<file path="src/rtl/inst_loader_pkg.sv">
// Shared types and constants for the boot-time instruction loader.
package inst_loader_pkg;

    typedef enum logic {
        LOAD = 1'b0,
        DONE = 1'b1
    } state_t;

    localparam logic [31:0] END_MARKER_DEFAULT = 32'hffffffff;

endpackage

</file>
<file path="src/rtl/inst_loader_byte_assembler.sv">
// Edge-detects the receiver strobe and packs bytes MSB first into words.
module inst_loader_byte_assembler (
    input  logic        CLK,
    input  logic        XRST,
    input  logic        en,
    input  logic [7:0]  rx_data,
    input  logic        rx_changed,
    output logic        byte_valid,
    output logic [7:0]  byte_data,
    output logic [31:0] word,
    output logic        word_valid
);

    logic        rx_changed_q;
    logic [23:0] shift_q;
    logic [1:0]  byte_idx_q;

    // A strobe held high for several cycles is still one byte.
    assign byte_valid = rx_changed & ~rx_changed_q;
    assign byte_data  = rx_data;
    assign word       = {shift_q, rx_data};
    assign word_valid = en & byte_valid & (byte_idx_q == 2'd3);

    always_ff @(posedge CLK or negedge XRST) begin
        if (!XRST) begin
            rx_changed_q <= 1'b0;
            shift_q      <= '0;
            byte_idx_q   <= '0;
        end else begin
            rx_changed_q <= rx_changed;
            if (en && byte_valid) begin
                shift_q    <= {shift_q[15:0], rx_data};
                byte_idx_q <= byte_idx_q + 2'd1;
            end
        end
    end

endmodule

</file>
<file path="src/rtl/inst_loader.sv">
// Loads a program from the serial byte stream into instruction memory,
// then starts the CPU and forwards later bytes as program input.
module inst_loader
    import inst_loader_pkg::*;
#(
    parameter int          ADDR_WIDTH = 14,
    parameter logic [31:0] END_MARKER = END_MARKER_DEFAULT
) (
    input  logic                  CLK,
    input  logic                  XRST,
    input  logic [7:0]            rx_data,
    input  logic                  rx_changed,
    output logic                  imem_we,
    output logic [ADDR_WIDTH-1:0] imem_addr,
    output logic [31:0]           imem_wdata,
    output logic                  cpu_start,
    output logic                  overflow,
    output logic [ADDR_WIDTH:0]   word_count,
    output logic [7:0]            in_data,
    output logic                  in_valid
);

    localparam logic [ADDR_WIDTH:0] CNT_ONE = 1;

    state_t                state_q, state_d;
    logic                  byte_valid;
    logic [7:0]            byte_data;
    logic [31:0]           word;
    logic                  word_valid;

    logic                  we_d;
    logic [ADDR_WIDTH-1:0] addr_d;
    logic [31:0]           wdata_d;
    logic                  ovf_d;
    logic [ADDR_WIDTH:0]   cnt_d;
    logic [7:0]            in_data_d;
    logic                  in_valid_d;

    inst_loader_byte_assembler u_asm (
        .CLK        (CLK),
        .XRST       (XRST),
        .en         (state_q == LOAD),
        .rx_data    (rx_data),
        .rx_changed (rx_changed),
        .byte_valid (byte_valid),
        .byte_data  (byte_data),
        .word       (word),
        .word_valid (word_valid)
    );

    assign cpu_start = (state_q == DONE);

    always_comb begin
        state_d    = state_q;
        we_d       = 1'b0;
        addr_d     = imem_addr;
        wdata_d    = imem_wdata;
        ovf_d      = overflow;
        cnt_d      = word_count;
        in_data_d  = in_data;
        in_valid_d = 1'b0;
        unique case (state_q)
            LOAD: begin
                if (word_valid) begin
                    if (word == END_MARKER) begin
                        state_d = DONE;
                    // Top count bit set means every address is used.
                    end else if (!word_count[ADDR_WIDTH]) begin
                        we_d    = 1'b1;
                        addr_d  = word_count[ADDR_WIDTH-1:0];
                        wdata_d = word;
                        cnt_d   = word_count + CNT_ONE;
                    end else begin
                        ovf_d = 1'b1;
                    end
                end
            end
            DONE: begin
                if (byte_valid) begin
                    in_valid_d = 1'b1;
                    in_data_d  = byte_data;
                end
            end
            default: state_d = LOAD;
        endcase
    end

    always_ff @(posedge CLK or negedge XRST) begin
        if (!XRST) begin
            state_q    <= LOAD;
            imem_we    <= 1'b0;
            imem_addr  <= '0;
            imem_wdata <= '0;
            overflow   <= 1'b0;
            word_count <= '0;
            in_data    <= '0;
            in_valid   <= 1'b0;
        end else begin
            state_q    <= state_d;
            imem_we    <= we_d;
            imem_addr  <= addr_d;
            imem_wdata <= wdata_d;
            overflow   <= ovf_d;
            word_count <= cnt_d;
            in_data    <= in_data_d;
            in_valid   <= in_valid_d;
        end
    end

endmodule

</file>
<file path="config.mk">
export PLATFORM = sky130hd
export DESIGN_NAME = inst_loader
export DESIGN_NICKNAME = d
export VERILOG_FILES = /design/src/rtl/inst_loader_pkg.sv /design/src/rtl/inst_loader_byte_assembler.sv /design/src/rtl/inst_loader.sv
export SDC_FILE = /design/constraint.sdc
export NUM_CORES = 1
export LEC_CHECK = 0
export CAP_MARGIN = 30
export CORE_ASPECT_RATIO = 1.4
export CORE_UTILIZATION = 50
export DETAILED_ROUTE_END_ITERATION = 7
export PLACE_DENSITY_LB_ADDON = 0.2
export SYNTH_ARGS = -nofsm -noshare
export SYNTH_HDL_FRONTEND = slang
export SYNTH_SLANG_ARGS = --single-unit
</file>
<file path="constraint.sdc">
create_clock -name CLK -period 2.5 [get_ports CLK]
set_input_delay 0.75 -clock CLK [delete_from_list [all_inputs] [get_ports CLK]]
set_output_delay 0.75 -clock CLK [all_outputs]
set_load 0.01 [all_outputs]
</file>
Word-level counts from Yosys, hierarchy flattened
Index checks and enable logic that the tools add are counted.
{ "word_totals": {"reg_bits": 100, "word_cells": 38} }
{ "classes": {"bitwise_logic": 7, "n_eq_ne": 2, "n_mux": 10, "n_addsub": 2, "reduce_logical": 5} }
{ "op_table": {"columns": ["operator", "count"], "rows": [
  ["$eq 32x32->1 const B", 1],
  ["$add 15x1->15 const B", 1],
  ["$mux 15", 1],
  ["$mux 1", 9],
  ["$reduce_and 4->1", 2],
  ["$not 1->1", 4],
  ["$and 1x1->1", 3],
  ["$reduce_and 3->1", 1],
  ["$add 2x1->2 const B", 1],
  ["$eq 2x2->1 const B", 1],
  ["$reduce_and 2->1", 1],
  ["$logic_and 1x1->1", 1]
]} }

Logic depth before layout (Yosys ltp)
Gate-level depths: netlist (run 1).
{ "depth": {"word_depth": 6, "mapped_depth": 7, "depth_no_buf": 5} }

By module
From an unflattened synthesis (run 1), not the netlist that was laid out.
{ "unflattened": {"cells_unflattened": 273, "area_unflattened_um2": 4381.7} }
{ "by_module_without_submodules": {"columns": ["module", "area_each_um2", "cells_each", "seq_area_each_um2", "instances"], "rows": [
  ["inst_loader", 3156.8, 198, 1826.8, 1],
  ["inst_loader_byte_assembler", 1224.9, 75, 675.6, 1]
]} }

Worst setup path after synthesis (run 1)
Ideal clock, no wire load.
{ "synth_timing": {"path_type": "input port to flip-flop", "from": "input port rx_changed", "to": "register imem_addr[11]", "path_slack_ns": 0.249, "arrival_ns": 2.127, "required_ns": 2.375, "path_stages": 6, "path_cell_list": "nor3b_2 -> buf_4 -> nand2_2 -> a211oi_4 -> buf_6 -> mux2_2"} }
{ "synth_via": {"elab_chain_len": 4} }
{ "synth_rtl": {"columns": ["item", "line_no", "source"], "rows": [
  ["start, declared", "inst_loader.sv:12", "input logic rx_changed,"],
  ["$and 1x1->1", "inst_loader_byte_assembler.sv:19", "assign byte_valid = rx_changed & ~rx_changed_q;"],
  ["$and 1x1->1 (2 in series)", "inst_loader_byte_assembler.sv:22", "assign word_valid = en & byte_valid & (byte_idx_q == 2'd3);"],
  ["$reduce_and 4->1 (no line)", null, null],
  ["end signal, assigned", "inst_loader.sv:101", "imem_addr <= addr_d;"],
  ["end, declared", "inst_loader.sv:14", "output logic [ADDR_WIDTH-1:0] imem_addr,"]
]} }
Every way passes these cells.
A chain may end at the register's enable or synchronous reset.

Final worst setup path (run 1)
{ "layout_timing": {"from": "input port rx_data[1]", "to": "register word_count[5]"} }
{ "layout_via": {"elab_chain_len": 3} }
{ "layout_rtl": {"columns": ["item", "line_no", "source"], "rows": [
  ["start, declared", "inst_loader.sv:11", "input logic [7:0] rx_data,"],
  ["$eq 32x32->1", "inst_loader.sv:65", "if (word == END_MARKER) begin"],
  ["$not 1->1 (no line)", null, null],
  ["$reduce_and 4->1 (no line)", null, null],
  ["end signal, assigned", "inst_loader.sv:104", "word_count <= cnt_d;"],
  ["end, declared", "inst_loader.sv:18", "output logic [ADDR_WIDTH:0] word_count,"]
]} }
Every way passes these cells.

==> impl_metrics.env, run 1 <==
export IMPL_status="finished, final reports clean"
export IMPL_fin_nets=355
export IMPL_syn_area_um2=3890
export IMPL_ys_flop_type="dfrtp_1"
export IMPL_synth_area_leaders="dfrtp_1 (64%), mux2_2 (21%), xnor2_1 (2.7%)"
export IMPL_placedCellCount=428
export IMPL_setup_violations_final=0
export IMPL_rsz0062_at_grt="false"
export IMPL_die_h_um=106
export IMPL_ir_drop_uv=964
export IMPL_async_flop_share_pct=100
export IMPL_post_cts_buffers=0
export IMPL_slew_limit_headroom_pct=62.0
export IMPL_vias_per_cell=5.31
export IMPL_finalHoldViolCount=0
export IMPL_fin_crit_ns=2.27
export IMPL_hpwl_um=5290
export IMPL_syn_area_per_cell_um2=16.0
export IMPL_final_max_slew_viol_count=0
export IMPL_drt_iter0_drc=88
export IMPL_max_freq_mhz=440
export IMPL_start_util_pct=52.2
export IMPL_synth_top_area_share_pct=64.3
export IMPL_switching_share_pct=27.8
export IMPL_yosysSeqAreaShare_pct=64.3
export IMPL_synthTopCellsByCount="dfrtp_1 (100), mux2_2 (72), nand4_1 (13)"
export IMPL_path_class="primary input to flop"
export IMPL_clock_latency_ns=0.36
export IMPL_yosys_register_bits=100
export IMPL_p_leak_nw=2.24
export IMPL_grt_pass1_vias=2514
export IMPL_drc_errors=0
export IMPL_core_um2=7450
export IMPL_first_pass_iters=4
export IMPL_vias=2358
export IMPL_endpoint_kind="flop"
export IMPL_skew_ns=0.0108
export IMPL_fin_cells=444
export IMPL_n_antenna_cell=0
export IMPL_gp_routability_congestion=0.732
export IMPL_clkPwrFrac_pct=21.5
export IMPL_syn_inst=243
export IMPL_post_synth_top_count_cell="dfrtp_1"
export IMPL_ys_warn_count=0
export IMPL_synth_largest_area_cell="dfrtp_1"
export IMPL_cts_htree_levels=3
export IMPL_grt_pass1_wl_um=12600
export IMPL_final_util_pct=68.4
export IMPL_cts_buffers=9
export IMPL_cp_max_fo=8
export IMPL_clk_path_buf_depth=2
export IMPL_post_drt_wl_per_cell_um=17.0
export IMPL_cts_sinks=100
export IMPL_fin_crit_sh_pct=90.9
export IMPL_synth_nets=256
export IMPL_cp_arrival_ns=2.51
export IMPL_io_buffers=83
export IMPL_p_sw_w=0.00134
export IMPL_grt_max_degree=68
export IMPL_cts_tree="yes"
export IMPL_pwr_share_seq_pct=48.9
export IMPL_synth_edf_count=0
export IMPL_worstMarginPinSlew_ns=0.570
export IMPL_root_buffer="clkbuf_8"
export IMPL_postRouteAntennaNets=0
export IMPL_cts_repair_resized=0
export IMPL_cts_reportedPaths_clkPinSlew_ns=0.08
export IMPL_totalWireLength_um=7550
export IMPL_rrSetupSlack_ns=0.61
export IMPL_maxCapViolations=0
export IMPL_grt_total_usage_pct=20.6
export IMPL_fp_row_count=37
export IMPL_cp_required_ns=2.74
export IMPL_powerDensity_nw_per_um2=943
export IMPL_p_comb_share_pct=29.6
export IMPL_p_int_w=0.00347
export IMPL_hp_class="primary input to async pin"
export IMPL_grt_ovfl_total=0
export IMPL_io_pins=84
export IMPL_postCtsHoldBufs=0
export IMPL_drive_above_1_share_pct=30.5
export IMPL_startpoint_type="primary input"
export IMPL_yosysUniqueCellTypes=26
export IMPL_antenna_found_initial=0
export IMPL_die_x_um=76.5
export IMPL_area_growth_syn_to_layout_pct=31.1
export IMPL_die_area_um2=8140
-- path summary, 6_finish.rpt --
| kind | start | endpoint | cells past startpoint |
|---|---|---|---|
| worst max-delay path | rx_data[1] | word_count[5] | 8 |
| worst min-delay path | XRST | imem_addr[10] | 1 |
| worst max register to register | u_asm.shift_q[9] | imem_addr[5] | 5 |
| worst min register to register | u_asm.byte_idx_q[0] | u_asm.byte_idx_q[0] | 1 |
| max in group asynchronous | XRST | imem_wdata[17] | 2 |
| min in group CLK | u_asm.byte_idx_q[0] | u_asm.byte_idx_q[0] | 1 |
-- worst max-delay path, stage by stage --
cell	delay, ns
clkdlybuf4s50_1	0.47
nand4_1	0.14
nor4_2	0.05
buf_4	0.14
buf_4	0.13
a21oi_1	0.47
nand4_1	0.19
xnor2_1	0.16
-- state kept, by name, indices dropped and copies added, names as in the netlist --
signal,count
in_valid,1
u_asm.rx_changed_q,1
cpu_start,1
overflow,1
imem_addr,14
in_data,8
imem_we,1
imem_wdata,32
u_asm.byte_idx_q,2
word_count,15
u_asm.shift_q,24
-- placed cells by master, fill, tap and decap left out, types with 2 or more instances in the layout --
cell type        count
xor2_1               2
mux2_1               8
nand4_1             13
dfrtp_1            100
and3_1               3
clkdlybuf4s50_1     82
nand2_1              4
buf_12               2
clkinv_2             2
mux2_2              72
a41o_1               2
clkbuf_8            11
buf_4               12
xnor2_1             12
ha_1                 2
nor4_2               2
nand3_1              5
-- routing by layer --
| layer | part of all wire [%] | global-route usage, % | vias up |
|---|---|---|---|
| met1 | 41 | 23.6 | 1210 |
| met4 | 2.3 | 9.48 | 0 |
| met5 | 0 | 0 | - |
| met3 | 3.7 | 5.67 | 13 |
| li1 | - | - | 1073 |
| met2 | 53 | 35.7 | 62 |
-- layout make-up --
cell class,instances,area [um2]
Sequential cell,100,2500
Fill cell,553,2350
Multi-Input combinational cell,134,1320
Timing Repair Buffer,96,951
Clock buffer,12,155
Tap cell,97,121
Clock inverter,4,47.5
Inverter,1,3.75
-- cells by family (layout without fill, tap and decap cells) --
logic type      after synthesis  in the layout  share of synthesized area [%]
buf+inv                       9            113                           1.93
flops                       100            100                           64.3
mux                          80             80                           23.2
compound gates                5              5                           1.35
xor+xnor                     14             14                           3.15
simple gates                 33             33                           5.44
fa+ha+maj                     2              2                          0.643
-- stage by stage --
| step | power, W | setup slack (ns) | TNS, ns | area, um2 | hold WS, ns |
|---|---|---|---|---|---|
| global placement | 0.00378 | -0.124 | -5.34 | 4900 | 0.461 |
| floorplan | 0.00297 | 0.249 | 0 | 3890 | 0.448 |
| CTS | 0.00487 | 0.237 | 0 | 5100 | 0.319 |
| finish | 0.00481 | 0.229 | 0 | 5100 | 0.325 |
| global route | 0.00506 | 0.0340 | 0 | 5100 | 0.332 |
| detailed placement | 0.00383 | -0.145 | -6.57 | 4900 | 0.470 |
-- power by group through the flow --
stage	Clock, W	Combinational (W)	Sequential [W]
after floorplan	0	0.000521	0.00245
after global placement	0	0.00141	0.00236
after detailed placement	0	0.00144	0.00239
after global routing	0.00112	0.00153	0.00241
after CTS	0.00107	0.00145	0.00236
final	0.00103	0.00142	0.00235
No activity file was read; power rests on OpenSTA's default activity.
==> run 2, diff against run 1 <==
==> constraint.sdc (replaced) <==
create_clock -name CLK -period 2.5 [get_ports CLK]
set_input_delay 0.75 -clock CLK [delete_from_list [all_inputs] [get_ports CLK]]
set_output_delay 0.75 -clock CLK [all_outputs]
set_load 0.02 [all_outputs]
==> results of run 2 <==
The final DEF is identical to that of run 1. Status: finished, final reports clean.
Among the figures that moved: total power 0.00481 W -> 0.00506 W; worst IR drop on VDD 964 uV -> 977 uV
